$ cat src/rtl/wrr_router_pkg.sv
// Shared helpers for the weighted round-robin router: weight and destination
// field extraction, plus a constant-safe clog2.
package wrr_router_pkg;

    localparam int MAX_CH = 16;
    localparam int WT_W   = 4;

    function automatic int clog2_c(input int n);
        int r;
        r = 0;
        for (int i = 0; i < 31; i++)
            if ((1 << i) < n) r = i + 1;
        return r;
    endfunction

    // A zero weight still grants one word, so no channel can be starved by config.
    function automatic logic [WT_W-1:0] eff_weight(input logic [WT_W*MAX_CH-1:0] weights,
                                                   input int c);
        logic [WT_W-1:0] w;
        w = weights[WT_W*c +: WT_W];
        return (w == '0) ? WT_W'(1) : w;
    endfunction

    function automatic logic [3:0] dest_of(input logic [63:0] word, input int lsb, input int w);
        logic [63:0] m;
        m = (word >> lsb) & ((64'd1 << w) - 64'd1);
        return m[3:0];
    endfunction

endpackage

$ cat src/rtl/wrr_router_pick.sv
// Rotating-priority picker: first set elig bit at or above ptr, wrapping.
// N_CH must be a power of two so the index add wraps for free.
module wrr_pick
    import wrr_router_pkg::*;
#(
    parameter int N_CH  = 4,
    parameter int IDX_W = clog2_c(N_CH)
) (
    input  logic [N_CH-1:0]  elig,
    input  logic [IDX_W-1:0] ptr,
    output logic [N_CH-1:0]  grant,
    output logic [IDX_W-1:0] idx,
    output logic             valid
);

    logic [IDX_W-1:0] c;

    always_comb begin
        grant = '0;
        idx   = '0;
        valid = 1'b0;
        c     = '0;
        for (int i = 0; i < N_CH; i++) begin
            c = ptr + IDX_W'(i);
            if (!valid && elig[c]) begin
                valid = 1'b1;
                idx   = c;
            end
        end
        if (valid) grant[idx] = 1'b1;
    end

endmodule

$ cat src/rtl/wrr_router.sv
// Weighted round-robin referee: pops one FWFT input head per cycle and routes
// it to the output FIFO named by its destination field, one cycle later.
module wrr_router
    import wrr_router_pkg::*;
#(
    parameter int              N_CH     = 4,
    parameter int              DATA_W   = 12,
    parameter int              DEST_LSB = 8,
    parameter int              DEST_W   = clog2_c(N_CH),
    parameter logic [N_CH*4-1:0] WEIGHTS = {4'd1, 4'd2, 4'd3, 4'd4}
) (
    input  logic                     clk,
    input  logic                     reset_L,
    input  logic                     enable,
    input  logic [N_CH*DATA_W-1:0]   in_data,
    input  logic [N_CH-1:0]          empty,
    input  logic [N_CH-1:0]          almost_full,
    output logic [N_CH-1:0]          pop,
    output logic [N_CH-1:0]          push,
    output logic [DATA_W-1:0]        data_out,
    output logic                     idle
);

    localparam logic [WT_W*MAX_CH-1:0] W_ALL = 64'(WEIGHTS);

    logic [N_CH-1:0][DATA_W-1:0] head;
    logic [N_CH-1:0][DEST_W-1:0] dest;
    logic [N_CH-1:0]             elig;
    logic [N_CH-1:0]             gnt_oh;
    logic [DEST_W-1:0]           ptr, gnt_idx, nxt_idx;
    logic [WT_W-1:0]             credit, base, rem;
    logic                        gnt_vld, in_flight;

    // Per-channel head decode; a head is held only if its own target is almost full.
    for (genvar c = 0; c < N_CH; c++) begin : g_ch
        assign head[c] = in_data[DATA_W*c +: DATA_W];
        assign dest[c] = DEST_W'(dest_of(64'(head[c]), DEST_LSB, DEST_W));
        assign elig[c] = enable & ~empty[c] & ~almost_full[dest[c]];
    end

    wrr_pick #(.N_CH(N_CH), .IDX_W(DEST_W)) u_pick (
        .elig  (elig),
        .ptr   (ptr),
        .grant (gnt_oh),
        .idx   (gnt_idx),
        .valid (gnt_vld)
    );

    assign pop = reset_L ? gnt_oh : '0;

    // Winning away from ptr starts a fresh burst; ptr's leftover credit is forfeited.
    assign base    = (gnt_idx == ptr) ? credit : eff_weight(W_ALL, int'(gnt_idx));
    assign rem     = base - WT_W'(1);
    assign nxt_idx = gnt_idx + DEST_W'(1);

    always_ff @(posedge clk) begin
        if (!reset_L) begin
            ptr       <= '0;
            credit    <= eff_weight(W_ALL, 0);
            push      <= '0;
            data_out  <= '0;
            in_flight <= 1'b0;
        end else begin
            in_flight <= gnt_vld;
            push      <= gnt_vld ? (N_CH'(1) << dest[gnt_idx]) : '0;
            if (gnt_vld) begin
                data_out <= head[gnt_idx];
                if (rem == '0) begin
                    ptr    <= nxt_idx;
                    credit <= eff_weight(W_ALL, int'(nxt_idx));
                end else begin
                    ptr    <= gnt_idx;
                    credit <= rem;
                end
            end
        end
    end

    assign idle = &empty & ~in_flight;

endmodule
$ cat config.mk
export PLATFORM = sky130hd
export DESIGN_NAME = wrr_router
export DESIGN_NICKNAME = d
export VERILOG_FILES = /design/src/rtl/wrr_router_pkg.sv /design/src/rtl/wrr_router_pick.sv /design/src/rtl/wrr_router.sv
export SDC_FILE = /design/constraint.sdc
export NUM_CORES = 1
export LEC_CHECK = 0
export CORE_MARGIN = 5
export CORE_UTILIZATION = 31
export DETAILED_ROUTE_END_ITERATION = 6
export PLACE_DENSITY = 0.64
export SKIP_CTS_REPAIR_TIMING = 1
export SLEW_MARGIN = 20
export SYNTH_ARGS = -nofsm -noshare
export SYNTH_HDL_FRONTEND = slang
export SYNTH_SLANG_ARGS = --single-unit
$ cat constraint.sdc
create_clock -name clk -period 4.4 [get_ports clk]
set_clock_uncertainty 0.05 [all_clocks]
set_input_delay 0.66 -clock clk [delete_from_list [all_inputs] [get_ports clk]]
set_output_delay 0.66 -clock clk [all_outputs]
set_load 0.005 [all_outputs]
==> results of run 1 <==
==> worst max path at each step <==
stage                        endpoint  slack [ps]
6_report                       pop[2]         190
5_1_grt                        pop[0]          30
4_1_cts                        pop[2]         140
3_5_place_dp   credit[1]$_SDFFE_PN0N_          60
3_3_place_gp      ptr[1]$_SDFFE_PN0N_         130
2_1_floorplan     ptr[1]$_SDFFE_PN0N_         510
==> cell families (layout without fill, tap and decap cells) <==
kind of cell               Yosys count  after routing  synth area share
and+or+nand+nor                     50             50             0.178
AOI/OAI and AO/OA                   49             49             0.206
muxes                               33             33             0.223
DFF                                 23             23             0.267
buffers and inverters               18            100            0.0537
adders and majority gates            8              8            0.0580
xor gates and xnor gates             3              3            0.0152
==> layer usage <==
metal / share of wire / track usage / up-vias
met5: 0 / 0 / -
met4: 0.011 / 0.0388 / 0
met3: 0.13 / 0.0550 / 4
met2: 0.45 / 0.223 / 84
met1: 0.42 / 0.159 / 741
li1: - / - / 857
==> cells in the mapped netlist (all sizes together), types with 2 or more instances <==
cell and instances:
mux2i 29, dfxtp 23, nor2 11, a21o 10, o22ai 10, a21oi 9
ha 8, inv 8, buf 7, nand2 7, and3 6, o21ai 6
nor3 5, mux4 4, nand2b 4, clkbuf 3, or2 3, xnor2 3
a22oi 2, nand3 2, nor2b 2, nor3b 2, nor4b 2, or3 2
==> critical path: stages <==
cell             delay [ps]
clkdlybuf4s50_1         500
mux4_2                  510
or2_0                   240
or3_1                   340
and3_1                  160
buf_4                   190
inv_6                   110
ha_1                    140
and3_1                  140
clkdlybuf4s50_1         490
==> flip-flops by register name (all words and copies together) (netlist names) <==
register   count
credit         4
data_out      12
in_flight      1
ptr            2
push           4
==> report_power, final <==
| group | internal (mW) | switching (mW) | total (mW) | leakage (nW) |
|---|---|---|---|---|
| registers | 0.235 | 0.0200 | 0.255 | 0.189 |
| clock network | 0.0646 | 0.0674 | 0.132 | 0.0228 |
| logic | 0.188 | 0.153 | 0.340 | 0.874 |
==> cell type report <==
type                    instances  area share
repair buffers                 88       0.321
clock buffers                   4      0.0169
inverters                       8      0.0131
flip-flops and latches         23       0.172
multi-input cells             143       0.443
well taps                      72      0.0337
==> stage by stage <==
step,cells,util,hold WS (ps),area [um^2],worst slack (ps)
detailed placement,333,0.479,392,2620,58.9
global placement,333,0.479,382,2620,134
CTS,337,0.487,413,2670,137
global route,338,0.488,426,2670,30.6
finish,338,0.488,406,2670,194
floorplan,184,-,401,1730,509
==> run metrics, run 1 <==
syn_area_per_cell 9.38 um^2; FFs w/ async S/R, synth 0; Max Buffers Root-to-Sink 2; vias between 1500 and 2000; share of layout cells above drive strength 1 0.102; Fin Setup TNS 0 ps; FF-to-FF End credit[1]$_SDFFE_PN0N_; CP endpoint kind output port; total gr overflow 0; Synth top area share 0.267; hold path start data_out[7]$_SDFFE_PN0N_; worst min path class flip-flop to flip-flop; WHS Endpoint data_out[7]$_SDFFE_PN0N_; Seq/Total Area, Yosys 0.267; Num CTS Buffers 3; # setup viols final 0; Post-Route WL 4750 um; post-layout min period 4210 ps; Final Hold Vio Count 0; vias per inst 4.99; multi-input gate area in the final layout between 1000 and 1500 um^2; row cnt 27; Initial Utilization 0.315; final period utilization 0.956; DR WL/cell approximately 14 um; vias in the first global route around 1700; Max Fanout on Critical Path 8; ant diodes 0; synthesized area 1730 um^2; CTS clock-pin slew for the worst setup and hold paths roughly 80 ps; crit path launch type input pin; fin nets 334; # clock sinks 23; Max VDD drop 0.000146 V; Syn Nets roughly 250; commonest non-fill, non-tap cell in the layout clkdlybuf4s50_1; Residual DRC 0; max-cap viol count 0; Worst Hold Depth 1; most frequent cells in the layout clkdlybuf4s50_1, mux2i_1, dfxtp_1; first-pass iteration count of the detailed router 4; Register Area 460 um^2; Die Footprint between 7000 and 8000 um^2; GR Util All Layers 0.134; hpwl dp 3930 um; Synth Flop Type dfxtp_1; initial antenna violation count 0; LEAKAGE 1.09 nW; RD Place Congestion 0.814; CTS tree yes; clock insertion delay at the later pin of the skew report between 200 and 300 ps; first-pass GRT wire length around 7800 um; Netlist cell types ~50; Ys Warns 0; CP Class input pin to output port; CP startpoint in_data[32]; top cells by area, synth dfxtp_1, mux2i_1, ha_1, mux4_2, a21o_1; worst reg-to-reg path cell count 13; pwr dens approximately 270 nW/um^2; DRT iter0 DRCs 56; cell taking the most area after synthesis dfxtp_1; core area 5470 um^2; synthesized flop and latch total 23; status finished, final reports clean; Rel. slew slack 0.584; RSZ-0062 raised after global routing no; Max Freq 238 MHz; fill count 549; IO Pins 80; Gate Count Post-Synth 184; Post-synth EDFFs 0; H-tree levels 1; remaining antenna violation count after routing 0; largest net degree at the start of global routing 27; area grow syn2layout 54.9%; crit path DAT approximately 3500 ps; fin. max-slew vios 0; height of the die 84.6 um; Worst Max-Slew Pin Slew 620 ps; Overall Power a little over 700 uW; I/O Buffers 79; Die X 84.6 um; root buf cell clkbuf_8; reg2reg start ptr[1]$_SDFFE_PN0N_; critical path required time 3690 ps; setup slack, reg-to-reg roughly 1400 ps
Power figures use the tool's default switching activity.
==> inputs of run 2 (changes only) <==
--- a/config.mk
+++ b/config.mk
@@ -8,9 +8,10 @@
 export CORE_MARGIN = 5
 export CORE_UTILIZATION = 31
 export DETAILED_ROUTE_END_ITERATION = 6
-export PLACE_DENSITY = 0.64
+export PLACE_DENSITY = 0.63
 export SKIP_CTS_REPAIR_TIMING = 1
 export SLEW_MARGIN = 20
 export SYNTH_ARGS = -nofsm -noshare
 export SYNTH_HDL_FRONTEND = slang
+export SYNTH_HIERARCHICAL = 1
 export SYNTH_SLANG_ARGS = --single-unit
==> run 2 against run 1 <==
Compared with the run above: synthesized cell count shrank 1.6%; hold slack gained 65 ps; critical endpoint is now credit[1]$_SDFFE_PN0P_; sequential power grew 4%; synthesized area grew 4.0%; highest routed layer unchanged; setup slack lost 42 ps; clock power is essentially flat; combinational power grew 37%; register-to-register slack lost 150 ps; core utilization grew 5.1 points; clock-buffer cell count shrank 1; routed wire length grew 14%.
==> run metrics, run 2 <==
Max Fanout on Critical Path 4 (was 8); max reg flops 12 (unchanged); Max Freq 235 MHz (was 238 MHz); Largest regs data_out (12), credit (4), push (4) (unchanged); top cells by area, synth dfxtp_1, mux2i_1, mux4_2, mux4_1, nor2b_1 (was dfxtp_1, mux2i_1, ha_1, mux4_2, a21o_1); first-pass iteration count of the detailed router 4 (unchanged); Post-Route WL 5400 um (was 4750 um); LEAKAGE 1.20 nW (was 1.09 nW); crit path launch type input pin (unchanged); slowest stage delay, CP 510 ps (about the same); Num CTS Buffers 3 (unchanged); fill count 506 (was 549); Gate Count Post-Synth 181 (was 184); RD Place Congestion 0.878 (was 0.814); clock insertion delay at the later pin of the skew report 270 ps (was 260 ps); fin nets 353 (was 334); Syn Nets 243 (was 251); Synth top area share 0.257 (was 0.267); Die X 86.1 um (was 84.6 um); ant diodes 0 (unchanged); worst min path class flip-flop to flip-flop (unchanged); Worst Max-Slew Pin Slew 607 ps (was 620 ps); Biggest register data_out (unchanged); CP endpoint kind flip-flop (was output port); count leader, synth dfxtp_1 (was mux2i_1); H-tree levels 1 (unchanged); pwr dens 288 nW/um^2 (was 272 nW/um^2); Place WS -375 ps (was 58.9 ps); Post-synth EDFFs 0 (unchanged); final period utilization 0.965 (was 0.956); I/O Buffers 79 (unchanged); Rel. slew slack 0.595 (was 0.584); FFs w/ async S/R, synth 0 (unchanged); Netlist cell types 47 (was 49); Residual DRC 0 (unchanged); synthesized area 1790 um^2 (was 1730 um^2); met1 usage 0.168 (was 0.159); row cnt 27 (unchanged); most frequent cells in the layout clkdlybuf4s50_1, buf_4, dfxtp_1 (was clkdlybuf4s50_1, mux2i_1, dfxtp_1); Final Hold Vio Count 0 (unchanged); met2 Usage GRT 0.245 (was 0.223); status finished, final reports clean (unchanged); Ys Warns 6 (was 0); Seq/Total Area, Yosys 0.257 (was 0.267); setup ws final 152 ps (was 194 ps); DR WL/cell 14.9 um (was 14.0 um); CP max-delay cell clkdlybuf4s50_1 (was mux4_2); vias 1798 (was 1686); CTS tree yes (unchanged); M3 GR Usage 0.0307 (was 0.0550); cells along the critical path clkdlybuf4s50_1, mux2_2, a2111oi_2, buf_4, o21ai_1, a211oi_4, inv_2, ha_1, mux2i_1, ha_2, xnor2_1, and4_4, a2bb2oi_4, mux2_4, a21oi_2 (was clkdlybuf4s50_1, mux4_2, or2_0, or3_1, and3_1, buf_4, inv_6, ha_1, and3_1, clkdlybuf4s50_1); cell taking the most area after synthesis dfxtp_1 (unchanged); Initial Utilization 0.322 (was 0.315); # clock sinks 23 (unchanged); max-cap viol count 0 (unchanged); syn_area_per_cell 9.91 um^2 (was 9.38 um^2); CP Class input pin to flip-flop (was input pin to output port); first-pass GRT wire length 8390 um (was 7830 um); synthesized flop and latch total 23 (unchanged); # setup viols final 0 (unchanged); remaining antenna violation count after routing 0 (unchanged); crit path DAT 4410 ps (was 3500 ps); share of layout cells above drive strength 1 0.245 (was 0.102); GR Util All Layers 0.141 (was 0.134); initial antenna violation count 0 (unchanged); commonest non-fill, non-tap cell in the layout clkdlybuf4s50_1 (unchanged); top cells by count, synth dfxtp_1, mux2i_1, nor2_1, nor2b_1, inv_1 (was mux2i_1, dfxtp_1, nor2_1, a21o_1, o22ai_1); total gr overflow 0 (unchanged); Max VDD drop 0.000162 V (was 0.000146 V); root buf cell clkbuf_8 (unchanged); Die Footprint 7410 um^2 (was 7160 um^2); vias in the first global route 1810 (was 1677); area grow syn2layout 67.6% (was 54.9%); Max Buffers Root-to-Sink 2 (unchanged); Synth Flop Type dfxtp_1 (unchanged); fin. max-slew vios 0 (unchanged); height of the die 86.1 um (was 84.6 um); core area 5570 um^2 (was 5470 um^2); post-layout min period 4250 ps (was 4210 ps); vias per inst 4.97 (was 4.99); CTS clock-pin slew for the worst setup and hold paths 80 ps (about the same); global routing's busiest layer met2 (unchanged); largest net degree at the start of global routing 25 (was 27); hpwl dp 4340 um (was 3930 um); critical path required time 4560 ps (was 3690 ps); Final Core Density 0.540 (was 0.488); DRT iter0 DRCs 49 (was 56); IO Pins 80 (unchanged)
## run 2: cell count changes after synthesis, moves of 9 or more
cell	before	now
a21o_1	10	0
nor2b_1	2	13
o22ai_1	10	0
mux2i_1	28	19
## run 2: routing by layer
layer	routed length [um]	share of wire
met1	2230	0.41
met2	2740	0.51
met3	318	0.059
met4	114	0.021
met5	0	0
## run 2: cell families (layout without fill, tap and decap cells)
| family | after synthesis | after routing | share of synthesized area |
|---|---|---|---|
| adder cells (fa/ha/maj) | 3 | 3 | 0.0209 |
| flip-flops | 23 | 23 | 0.257 |
| buffers and inverters | 22 | 131 | 0.0649 |
| AND/OR/NAND/NOR | 52 | 52 | 0.156 |
| AO/OA/AOI/OAI | 37 | 37 | 0.158 |
| XOR/XNOR | 8 | 8 | 0.0432 |
| multiplexers | 36 | 36 | 0.301 |
## run 2: report_power, final
group	internal [mW]	total [mW]	switching, mW
registers	0.236	0.265	0.0292
logic	0.277	0.467	0.190
clock network	0.0633	0.134	0.0702
total	0.576	0.866	0.290
## run 2: worst paths after layout
path                             start                         to  slack (ps)  cells past startpoint
max reg2reg        ptr[0]$_SDFFE_PN0P_     credit[1]$_SDFFE_PN0P_        1200                     12
min reg2reg  data_out[10]$_SDFFE_PN0P_  data_out[10]$_SDFFE_PN0P_         470                      2
min          data_out[10]$_SDFFE_PN0P_  data_out[10]$_SDFFE_PN0P_         470                      2
max                        in_data[44]     credit[1]$_SDFFE_PN0P_         150                     15
## run 2: cell type report
| class | count | area (um^2) | area share |
|---|---|---|---|
| multi-input combinational | 136 | 1300 | 0.432 |
| timing repair buffer | 116 | 1070 | 0.356 |
| sequential | 23 | 460 | 0.153 |
| tap | 72 | 90.1 | 0.0300 |
| clock buffer | 3 | 41.3 | 0.0137 |
| inverter | 11 | 41.3 | 0.0137 |
| clock inverter | 1 | 5.00 | 0.00166 |
## run 2: metrics by stage
step	hold WS, ps	area, um^2	instances	TNS [ps]	total power, mW
3_3_place_gp	445	2880	354	-795	0.704
6_report	471	3010	362	0	0.866
5_1_grt	502	3010	362	-7.39	0.925
4_1_cts	477	2920	358	-144	0.848
2_1_floorplan	452	1810	181	0	0.523
3_5_place_dp	458	2880	354	-1290	0.713
## run 2: critical path: cells and delay by family
family                     cells  cell delay, ps
buffers and inverters          3             780
muxes                          3             850
xor gates and xnor gates       1             120
AOI/OAI and AO/OA              5            1190
adders and majority gates      2             560
and+or+nand+nor                1             260
